--- src/rtl/msi_cache_ctrl.sv ---
// Direct-mapped private L1 data cache controller with MSI snooping.
// Optional MSI_STATS_EN adds saturating hit_count/miss_count outputs.
module msi_cache_ctrl #(
  parameter int LINES   = 4,
  parameter int INDEX_W = 2
) (
  input  logic        clock,
  input  logic        reset,
  input  logic        cpu_write,
  input  logic        cpu_read,
  input  logic [11:0] cpu_tag,
  input  logic [15:0] cpu_data,
  output logic        cpu_done,
  output logic [15:0] cpu_rdata,
  output logic        bus_req,
  output logic [1:0]  bus_op,
  output logic [11:0] bus_tag,
  output logic [15:0] bus_data,
  input  logic        bus_grant,
  input  logic        mem_valid,
  input  logic [15:0] mem_data,
  input  logic        snoop_valid,
  input  logic [1:0]  snoop_op,
  input  logic [11:0] snoop_tag,
  output logic        snoop_flush,
  output logic [15:0] flush_data
`ifdef MSI_STATS_EN
  ,
  output logic [15:0] hit_count,
  output logic [15:0] miss_count
`endif
);

  typedef enum logic [1:0] {ST_I = 2'b00, ST_S = 2'b01, ST_M = 2'b10} line_st_e;
  typedef enum logic [2:0] {IDLE, LOOKUP, WB_REQ, MISS_REQ, UPG_REQ, WAIT_MEM, DONE} fsm_e;

  localparam logic [1:0] OP_RD  = 2'b00;
  localparam logic [1:0] OP_RDX = 2'b01;
  localparam logic [1:0] OP_UPG = 2'b10;
  localparam logic [1:0] OP_WB  = 2'b11;

  line_st_e    st_q  [LINES];
  logic [11:0] tag_q [LINES];
  logic [15:0] dat_q [LINES];

  fsm_e        fsm_q;
  logic        hold_q;
  logic        req_write_q;
  logic [11:0] req_tag_q;
  logic [15:0] req_data_q;
  logic        cpu_done_q;
  logic [15:0] cpu_rdata_q;
  logic        bus_req_q;
  logic [1:0]  bus_op_q;
  logic [11:0] bus_tag_q;
  logic [15:0] bus_data_q;

  logic [INDEX_W-1:0] req_idx;
  logic [INDEX_W-1:0] snp_idx;
  logic               req_hit;
  logic               snp_hit;
  logic               snp_upd;
  logic               snp_on_req;
  logic               flush;
  line_st_e           snp_st_d;

  assign req_idx    = req_tag_q[INDEX_W-1:0];
  assign snp_idx    = snoop_tag[INDEX_W-1:0];
  assign req_hit    = (st_q[req_idx] != ST_I) && (tag_q[req_idx] == req_tag_q);
  assign snp_hit    = snoop_valid && (st_q[snp_idx] != ST_I) && (tag_q[snp_idx] == snoop_tag);
  assign snp_upd    = snp_hit && (snp_st_d != st_q[snp_idx]);
  // A snoop that changes the line our request targets (or its victim) must redirect the FSM.
  assign snp_on_req = snp_upd && (snp_idx == req_idx);

  always_comb begin
    snp_st_d = st_q[snp_idx];
    flush    = 1'b0;
    if (snp_hit) begin
      case (snoop_op)
        OP_RD: begin
          if (st_q[snp_idx] == ST_M) begin
            snp_st_d = ST_S;
            flush    = 1'b1;
          end
        end
        OP_RDX: begin
          flush    = (st_q[snp_idx] == ST_M);
          snp_st_d = ST_I;
        end
        OP_UPG: begin
          if (st_q[snp_idx] == ST_S) snp_st_d = ST_I;
        end
        default: snp_st_d = st_q[snp_idx];
      endcase
    end
  end

  assign snoop_flush = flush;
  assign flush_data  = flush ? dat_q[snp_idx] : 16'h0000;

`ifdef MSI_STATS_EN
  logic        stat_hit_q;
  logic [15:0] hit_cnt_q;
  logic [15:0] miss_cnt_q;
  assign hit_count  = hit_cnt_q;
  assign miss_count = miss_cnt_q;
`endif

  always_ff @(posedge clock) begin
    if (reset) begin
      for (int i = 0; i < LINES; i++) begin
        st_q[i]  <= ST_I;
        tag_q[i] <= 12'h000;
        dat_q[i] <= 16'h0000;
      end
      fsm_q       <= IDLE;
      hold_q      <= 1'b0;
      req_write_q <= 1'b0;
      req_tag_q   <= 12'h000;
      req_data_q  <= 16'h0000;
      cpu_done_q  <= 1'b0;
      cpu_rdata_q <= 16'h0000;
      bus_req_q   <= 1'b0;
      bus_op_q    <= OP_RD;
      bus_tag_q   <= 12'h000;
      bus_data_q  <= 16'h0000;
`ifdef MSI_STATS_EN
      stat_hit_q  <= 1'b0;
      hit_cnt_q   <= 16'h0000;
      miss_cnt_q  <= 16'h0000;
`endif
    end else begin
      case (fsm_q)
        IDLE: begin
          if (hold_q) begin
            if (!(cpu_write || cpu_read)) hold_q <= 1'b0;
          end else if (cpu_write || cpu_read) begin
            req_write_q <= cpu_write;
            req_tag_q   <= cpu_tag;
            req_data_q  <= cpu_data;
            fsm_q       <= LOOKUP;
          end
        end
        LOOKUP: begin
          if (!snp_on_req) begin
`ifdef MSI_STATS_EN
            stat_hit_q <= req_hit;
`endif
            if (req_hit && !req_write_q) begin
              cpu_done_q  <= 1'b1;
              cpu_rdata_q <= dat_q[req_idx];
              fsm_q       <= DONE;
            end else if (req_hit && st_q[req_idx] == ST_M) begin
              dat_q[req_idx] <= req_data_q;
              cpu_done_q     <= 1'b1;
              cpu_rdata_q    <= 16'h0000;
              fsm_q          <= DONE;
            end else if (req_hit) begin
              bus_req_q  <= 1'b1;
              bus_op_q   <= OP_UPG;
              bus_tag_q  <= req_tag_q;
              bus_data_q <= 16'h0000;
              fsm_q      <= UPG_REQ;
            end else if (st_q[req_idx] == ST_M) begin
              bus_req_q  <= 1'b1;
              bus_op_q   <= OP_WB;
              bus_tag_q  <= tag_q[req_idx];
              bus_data_q <= dat_q[req_idx];
              fsm_q      <= WB_REQ;
            end else begin
              bus_req_q  <= 1'b1;
              bus_op_q   <= req_write_q ? OP_RDX : OP_RD;
              bus_tag_q  <= req_tag_q;
              bus_data_q <= 16'h0000;
              fsm_q      <= MISS_REQ;
            end
          end
        end
        WB_REQ: begin
          // A snoop flush already delivered the victim data, so the WriteBack is dropped.
          if (snp_on_req || bus_grant) begin
            if (!snp_on_req) st_q[req_idx] <= ST_I;
            bus_req_q  <= 1'b1;
            bus_op_q   <= req_write_q ? OP_RDX : OP_RD;
            bus_tag_q  <= req_tag_q;
            bus_data_q <= 16'h0000;
            fsm_q      <= MISS_REQ;
          end
        end
        UPG_REQ: begin
          if (snp_on_req || !req_hit) begin
            bus_op_q <= OP_RDX;
            fsm_q    <= MISS_REQ;
          end else if (bus_grant) begin
            bus_req_q      <= 1'b0;
            bus_op_q       <= OP_RD;
            bus_tag_q      <= 12'h000;
            st_q[req_idx]  <= ST_M;
            dat_q[req_idx] <= req_data_q;
            cpu_done_q     <= 1'b1;
            cpu_rdata_q    <= 16'h0000;
            fsm_q          <= DONE;
          end
        end
        MISS_REQ: begin
          if (bus_grant) begin
            bus_req_q <= 1'b0;
            bus_op_q  <= OP_RD;
            bus_tag_q <= 12'h000;
            fsm_q     <= WAIT_MEM;
          end
        end
        WAIT_MEM: begin
          if (mem_valid) begin
            tag_q[req_idx] <= req_tag_q;
            st_q[req_idx]  <= req_write_q ? ST_M : ST_S;
            dat_q[req_idx] <= req_write_q ? req_data_q : mem_data;
            cpu_done_q     <= 1'b1;
            cpu_rdata_q    <= req_write_q ? 16'h0000 : mem_data;
            fsm_q          <= DONE;
          end
        end
        DONE: begin
          cpu_done_q  <= 1'b0;
          cpu_rdata_q <= 16'h0000;
          hold_q      <= 1'b1;
          fsm_q       <= IDLE;
`ifdef MSI_STATS_EN
          if (stat_hit_q) begin
            if (hit_cnt_q != 16'hFFFF) hit_cnt_q <= hit_cnt_q + 16'd1;
          end else begin
            if (miss_cnt_q != 16'hFFFF) miss_cnt_q <= miss_cnt_q + 16'd1;
          end
`endif
        end
        default: fsm_q <= IDLE;
      endcase
      // Snoop state change is applied last so it overrides any local update this cycle.
      if (snp_upd) st_q[snp_idx] <= snp_st_d;
    end
  end

  assign cpu_done  = cpu_done_q;
  assign cpu_rdata = cpu_rdata_q;
  assign bus_req   = bus_req_q;
  assign bus_op    = bus_op_q;
  assign bus_tag   = bus_tag_q;
  assign bus_data  = bus_data_q;

endmodule

--- config.mk ---
export PLATFORM = sky130hd
export DESIGN_NAME = msi_cache_ctrl
export DESIGN_NICKNAME = d
export VERILOG_FILES = /design/src/rtl/msi_cache_ctrl.sv
export SDC_FILE = /design/constraint.sdc
export NUM_CORES = 1
export LEC_CHECK = 0
export ABC_AREA = 1
export CELL_PAD_IN_SITES_DETAIL_PLACEMENT = 0
export CELL_PAD_IN_SITES_GLOBAL_PLACEMENT = 2
export CORE_MARGIN = 2
export CORE_UTILIZATION = 35
export DETAILED_ROUTE_END_ITERATION = 12
export GPL_TIMING_DRIVEN = 0
export PLACE_DENSITY_LB_ADDON = 0.05
export SETUP_SLACK_MARGIN = 0.4
export SLEW_MARGIN = 0
export SYNTH_ARGS = -nofsm -noshare
export SYNTH_HDL_FRONTEND = slang
export SYNTH_SLANG_ARGS = --single-unit
export TNS_END_PERCENT = 50
--- constraint.sdc ---
create_clock -name clock -period 7.7 [get_ports clock]
set_input_delay 1.54 -clock clock [delete_from_list [all_inputs] [get_ports clock]]
set_output_delay 1.54 -clock clock [all_outputs]
set_load 0.1 [all_outputs]
Yosys cells after proc, flatten, opt, wreduce, memory -nomap -nowiden
Memory sizes are Yosys's and may differ from the RTL's. A register that Yosys moved wholly into a read port is not among the register bits. Cells that the tools add are included.

Latch bits: 0. Input bits: 65. RAM bits: 120. Memories kept: 3. Bits in registers: 81. Bits in read-only memories: 0.

Multipliers: 0. Bitwise operators: 5. Equality and inequality tests: 27. Mux-type cells: 121. Div/mod/pow operators: 0. Add/subtract/negate cells: 0. Magnitude comparators: 0. Reduce and logical (&&, ||, !) cells: 30. Shift operators: 0.

Memory list: dat_q (depth 4, width 16, read ports 2, clocked after memory_dff 1, write ports 4, RTL line 44) `logic [15:0] dat_q [LINES];`; tag_q (depth 4, width 12, read ports 2, clocked after memory_dff 1, write ports 4, RTL line 43) `logic [11:0] tag_q [LINES];`; st_q (depth 4, width 2, read ports 2, clocked after memory_dff 1, write ports 4, RTL line 42) `line_st_e st_q [LINES];`.

Operator list (number): 2-to-1 mux 16 bit (18); 2-to-1 mux 12 bit (9); case mux 16 bit (4 select lines) (1); 2-to-1 mux 2 bit (26); case mux 12 bit (4 select lines) (1); 2-to-1 mux 1 bit (47); 2-to-1 mux 3 bit (11); case mux 16 bit (2 select lines) (1); == test 12 bit (2); inequality test 2 bit, second input constant (10); case mux 3 bit (6 select lines) (1); OR reduction 16 bit (1); AND reduction 6 bit (2); OR reduction 12 bit (1); AND reduction 5 bit (2); == test 3 bit, second input constant (3); case mux 1 bit (4 select lines) (2); case mux 2 bit (4 select lines) (1); nonzero test 2 bit (4); nonzero test 4 bit (2); logical AND 1 bit (7); AND reduction 7 bit (1); == test 2 bit, second input constant (3); == test 3 x 2 -> 1 bit, second input constant (2); other kinds (15) (25).

Depth between registers and ports, before layout
An unclocked memory read counts as a cell.

Depth after elaboration: 17. Mapped depth: 20. Depth with buffers taken out: 19.

Least setup slack after synthesis
OpenSTA, ideal clock, no wires.

Path type: in2out. From: input snoop_tag[0]. To: output flush_data[10]. Stages: 15. Data arrival time: 6.951 ns. Setup slack: -0.791 ns. Cells stage by stage: buf_6 -> nor2_1 -> nand3_1 -> nand2_1 -> nor2_1 -> nor2_1 -> nand3_1 -> nor2_1 -> nand2_1 -> nor2_1 -> inv_1 -> nor4_4 -> inv_1 -> buf_2 -> nor4_1.

Cells in the longest elaborated chain, start to end: 6.

Ends and longest elaborated chain: start, declared (RTL line 24) `input logic [11:0] snoop_tag,`; memory read (4 x 2 bit); == test 2 bit / nonzero test 2 bit (equally long branches) (RTL line 81, 87, 70); 2-to-1 mux 1 bit / logical AND 1 bit (equally long branches) (RTL line 81, 70); case mux 1 bit (2 select lines) / logical AND 1 bit (equally long branches) (RTL line 79, 70); 2-to-1 mux 1 bit * (RTL line 78) `if (snp_hit) begin`; named net snoop_flush (RTL line 25) `output logic snoop_flush,`; 2-to-1 mux 16 bit * (RTL line 99) `assign flush_data = flush ? dat_q[snp_idx] : 16'h0000;`; end, declared (RTL line 26) `output logic [15:0] flush_data`.

Mark *: on every way through the listed nets, which the timed path passes. The rest lies on a longest branch.

Worst setup path in the final report
From: input snoop_tag[0]. To: output flush_data[3].

Cells in the longest elaborated chain, start to end: 6.

Ends and longest elaborated chain (RTL line): memory read (4 x 2 bit); == test 2 bit / nonzero test 2 bit (equally long branches) (81, 87, 70); 2-to-1 mux 1 bit / logical AND 1 bit (equally long branches) (81, 70); case mux 1 bit (2 select lines) / logical AND 1 bit (equally long branches) (79, 70); 2-to-1 mux 1 bit (78); 2-to-1 mux 16 bit * (99).

Mark *: on every way between the ends. The rest lies on a longest branch, timed or not.

==> flow_metrics.env <==
export IMPL_outcome="finished clean"
export IMPL_drt_initial_drc_count=619
export IMPL_hold_path_class="flip-flop to flip-flop"
export IMPL_layout_setup_ws_ps=394
export IMPL_finClkSkew_ps=26.5
export IMPL_gp_congestion=0.832
export IMPL_ios=130
export IMPL_yosys_top_cells_area="edfxtp_1 33%, dfxtp_1 15%, nand2_1 14%"
export IMPL_synthFlopType="edfxtp_1"
export IMPL_post_route_drc_count=0
export IMPL_utilization_pct=44.4
export IMPL_hold_viol=0
export IMPL_synth_top_family_by_area="simple AND/OR/NAND/NOR gates"
export IMPL_seq_power_share_pct=28.5
export IMPL_die_area_sq_mm=0.0326
export IMPL_dp_hpwl_um=30300
export IMPL_p_sw_share_pct=47.6
export IMPL_clockBufferDepth=3
export IMPL_yosysTopAreaCell="edfxtp_1"
export IMPL_multiInputGateArea_sq_mm=0.00499
export IMPL_hold_ws_ps=462
export IMPL_cts_reportedPaths_clkPinSlew_ps=60
export IMPL_wl_per_cell_um=19.7
export IMPL_finalMaxSlewViolations=0
export IMPL_port_buffers=129
export IMPL_synth_xor_area_share_pct=0.481
export IMPL_start_util_pct=35.6
export IMPL_fillers=3206
export IMPL_wl_um=40600
export IMPL_grt_pass1_vias=10500
export IMPL_postCtsSetupBuffers=0
export IMPL_synth_seq_cells=203
export IMPL_synthAdderAreaFrac_pct=0
export IMPL_antenna_left=0
export IMPL_rsz0062_at_grt="true"
export IMPL_synth_top_area_share_pct=33.0
export IMPL_fin_crit_sh_pct=94.9
export IMPL_synthCells=1483
export IMPL_tightestPinTransition_ps=990
export IMPL_cts_sinks=203
export IMPL_yosys_warnings=0
export IMPL_crit_chain="clkdlybuf4s50_1 -> buf_6 -> nor2_1 -> nand3_1 -> nand2_1 -> nor2_1 -> nor2_1 -> nand3_1 -> nor2_1 -> nand2_1 -> nor2_1 -> inv_1 -> nor4_4 -> inv_1 -> nor4_1 -> dlygate4sd2_1"
export IMPL_vias=10600
export IMPL_ir_drop_mv=0.174
export IMPL_relSlewSlack_pct=33.8
export IMPL_cts_buffers=25
export IMPL_tns_ps=0
export IMPL_grt_pass1_wl_um=61500
export IMPL_synth_common_cells="419 x nand2_1, 282 x nor2_1, 121 x nand3_1"
export IMPL_cp_start_kind="input port"
export IMPL_cpPeakStageDelay_ps=940
export IMPL_yosysUniqueCellTypes=45
export IMPL_area_growth_pct=24.7
export IMPL_die_x_um=181
export IMPL_p_int_uw=2640
export IMPL_synthSimpleGateAreaFrac_pct=33.6
export IMPL_cp_arrival_ps=5770
export IMPL_std_cell_rows=64
export IMPL_path_max_fanout=10
export IMPL_worstSetupEndpointType="output port"
export IMPL_post_drt_via_cell_ratio=5.14
export IMPL_syn_avg_cell_area_sq_um=7.36
export IMPL_required_ps=6160
export IMPL_switching_power_uw=2400
export IMPL_synth_compound_area_share_pct=10.5
export IMPL_regArea_sq_mm=0.00527
export IMPL_core_sq_mm=0.0307
export IMPL_setup_violations_final=0
export IMPL_dieHeight_um=181
export IMPL_p_clk_share_pct=22.8
export IMPL_n_antenna_cell=0
export IMPL_synthMostInstantiatedCell="nand2_1"
export IMPL_cts_root_buffer_cell="clkbuf_16"
export IMPL_p_per_area_mw_per_mm2=370
export IMPL_path_delay_family="simple AND/OR/NAND/NOR gates"
export IMPL_antenna_found_initial=0
export IMPL_grt_max_degree=17
export IMPL_synth_seq_area_share_pct=48.2
export IMPL_gr_usage_all_layers_pct=24.6
export IMPL_final_nets=1708
export IMPL_crit_top_cell="nor2_1"
export IMPL_layout_min_cycle_time_ps=7310
export IMPL_cts_tree="yes"
export IMPL_power_leakage_uw=0.00569
export IMPL_cts_hold_buffers=0
export IMPL_comb_power_share_pct=48.7
export IMPL_synth_cell_area_sq_mm=0.0109
export IMPL_pre_cts_slack_ps=68.7
export IMPL_slowest_stage="dlygate4sd2_1"
export IMPL_drive_above_1_share_pct=7.04
export IMPL_async_flop_share_pct=0
export IMPL_clock_fmax_mhz=137
export IMPL_clock_latency_ps=540
export IMPL_synth_edf_count=120
export IMPL_critPathBufInv=5
export IMPL_grt_ovfl_total=0
export IMPL_htreeDepth=1
export IMPL_drt_pass1_iterations=5
export IMPL_synthMuxAreaShare_pct=0
export IMPL_cap_violations=0
export IMPL_worstSetupPathType="input port to output port"
## placed cells by master (no fill, tap or decap), types with 8 or more instances in the layout
cell type / n
a22oi_1: 8
a21oi_1: 55
o22ai_1: 14
clkdlybuf4s50_1: 114
nor3_1: 22
nand2_1: 419
edfxtp_1: 120
dfxtp_1: 83
a32o_1: 14
buf_2: 17
o21ai_0: 74
inv_1: 96
nor2_1: 282
clkbuf_16: 26
nand3_1: 121
o21ai_1: 14
inv_2: 12
clkbuf_1: 49
## cell families after synthesis
logic type / after synthesis
other cells: 1
buf+inv: 188
simple gates: 888
xor+xnor: 6
compound gates: 197
flops: 203
## power groups by stage
| stage | Sequential (uW) | Clock, uW | Combinational [uW] |
|---|---|---|---|
| after global routing | 1460 | 1210 | 2690 |
| after floorplan | 1870 | 0 | 1270 |
| after global placement | 1450 | 0 | 2460 |
| final | 1430 | 1150 | 2460 |
| after detailed placement | 1460 | 0 | 2470 |
| after CTS | 1430 | 1170 | 2480 |
## per-layer routing
layer  global-route usage (%)  vias up  part of all wire [%]
met4                     6.71        0                   2.6
li1                         -     5213                     -
met5                        0        -                     0
met2                     45.6      265                    51
met1                     30.1     5049                    42
met3                     2.61       51                   4.0
## state kept, by name, summed over array words and instances (netlist names), named ones only
| name | flops |
|---|---|
| dat_q | 64 |
| tag_q | 48 |
| bus_data | 16 |
| cpu_rdata | 16 |
| req_data_q | 16 |
| bus_tag | 12 |
| req_tag_q | 12 |
| st_q | 8 |
| fsm_q | 3 |
| bus_op | 2 |
| bus_req | 1 |
| cpu_done | 1 |
| hold_q | 1 |
| req_write_q | 1 |
## per-stage QoR
step           power, uW  std cells  cell area, sq um
6_report            5040       2057             13600
5_1_grt             5370       2057             13600
2_1_floorplan       3140       1486             11000
3_3_place_gp        3920       2011             12800
3_5_place_dp        3920       2012             12800
4_1_cts             5080       2057             13600
## what timing repair did
action / in CTS / in global routing
endpoints found under the setup margin: 16 / 14
pin swaps: 0 / 0
resized for setup: 17 / 11
## tightest hold or removal path, delay by kind of cell, from the launching register on
family / cells / cell delay [ps]
and+or+nand+nor: 1 / 60
AOI/OAI and AO/OA: 1 / 50
DFF: 1 / 310
## worst paths after layout
path	start	endpoint	slack (ps)	cells after the start
max	snoop_tag[0]	flush_data[3]	390	16
min	bus_data[3]	bus_data[3]	460	2
max reg2reg	flip-flop	dat_q[2][13]	3940	19
min reg2reg	bus_data[3]	bus_data[3]	460	2
## cell type report
cell class                      count  area share, %
Buffer                             75           2.58
Clock buffer                       39           5.59
Clock inverter                      6          0.285
Inverter                          113           3.13
Multi-Input combinational cell   1095           36.7
Sequential cell                   203           38.7
Tap cell                          396           3.64
Timing Repair Buffer              130           9.46
Note: power is estimated with default switching activity, not from simulation.
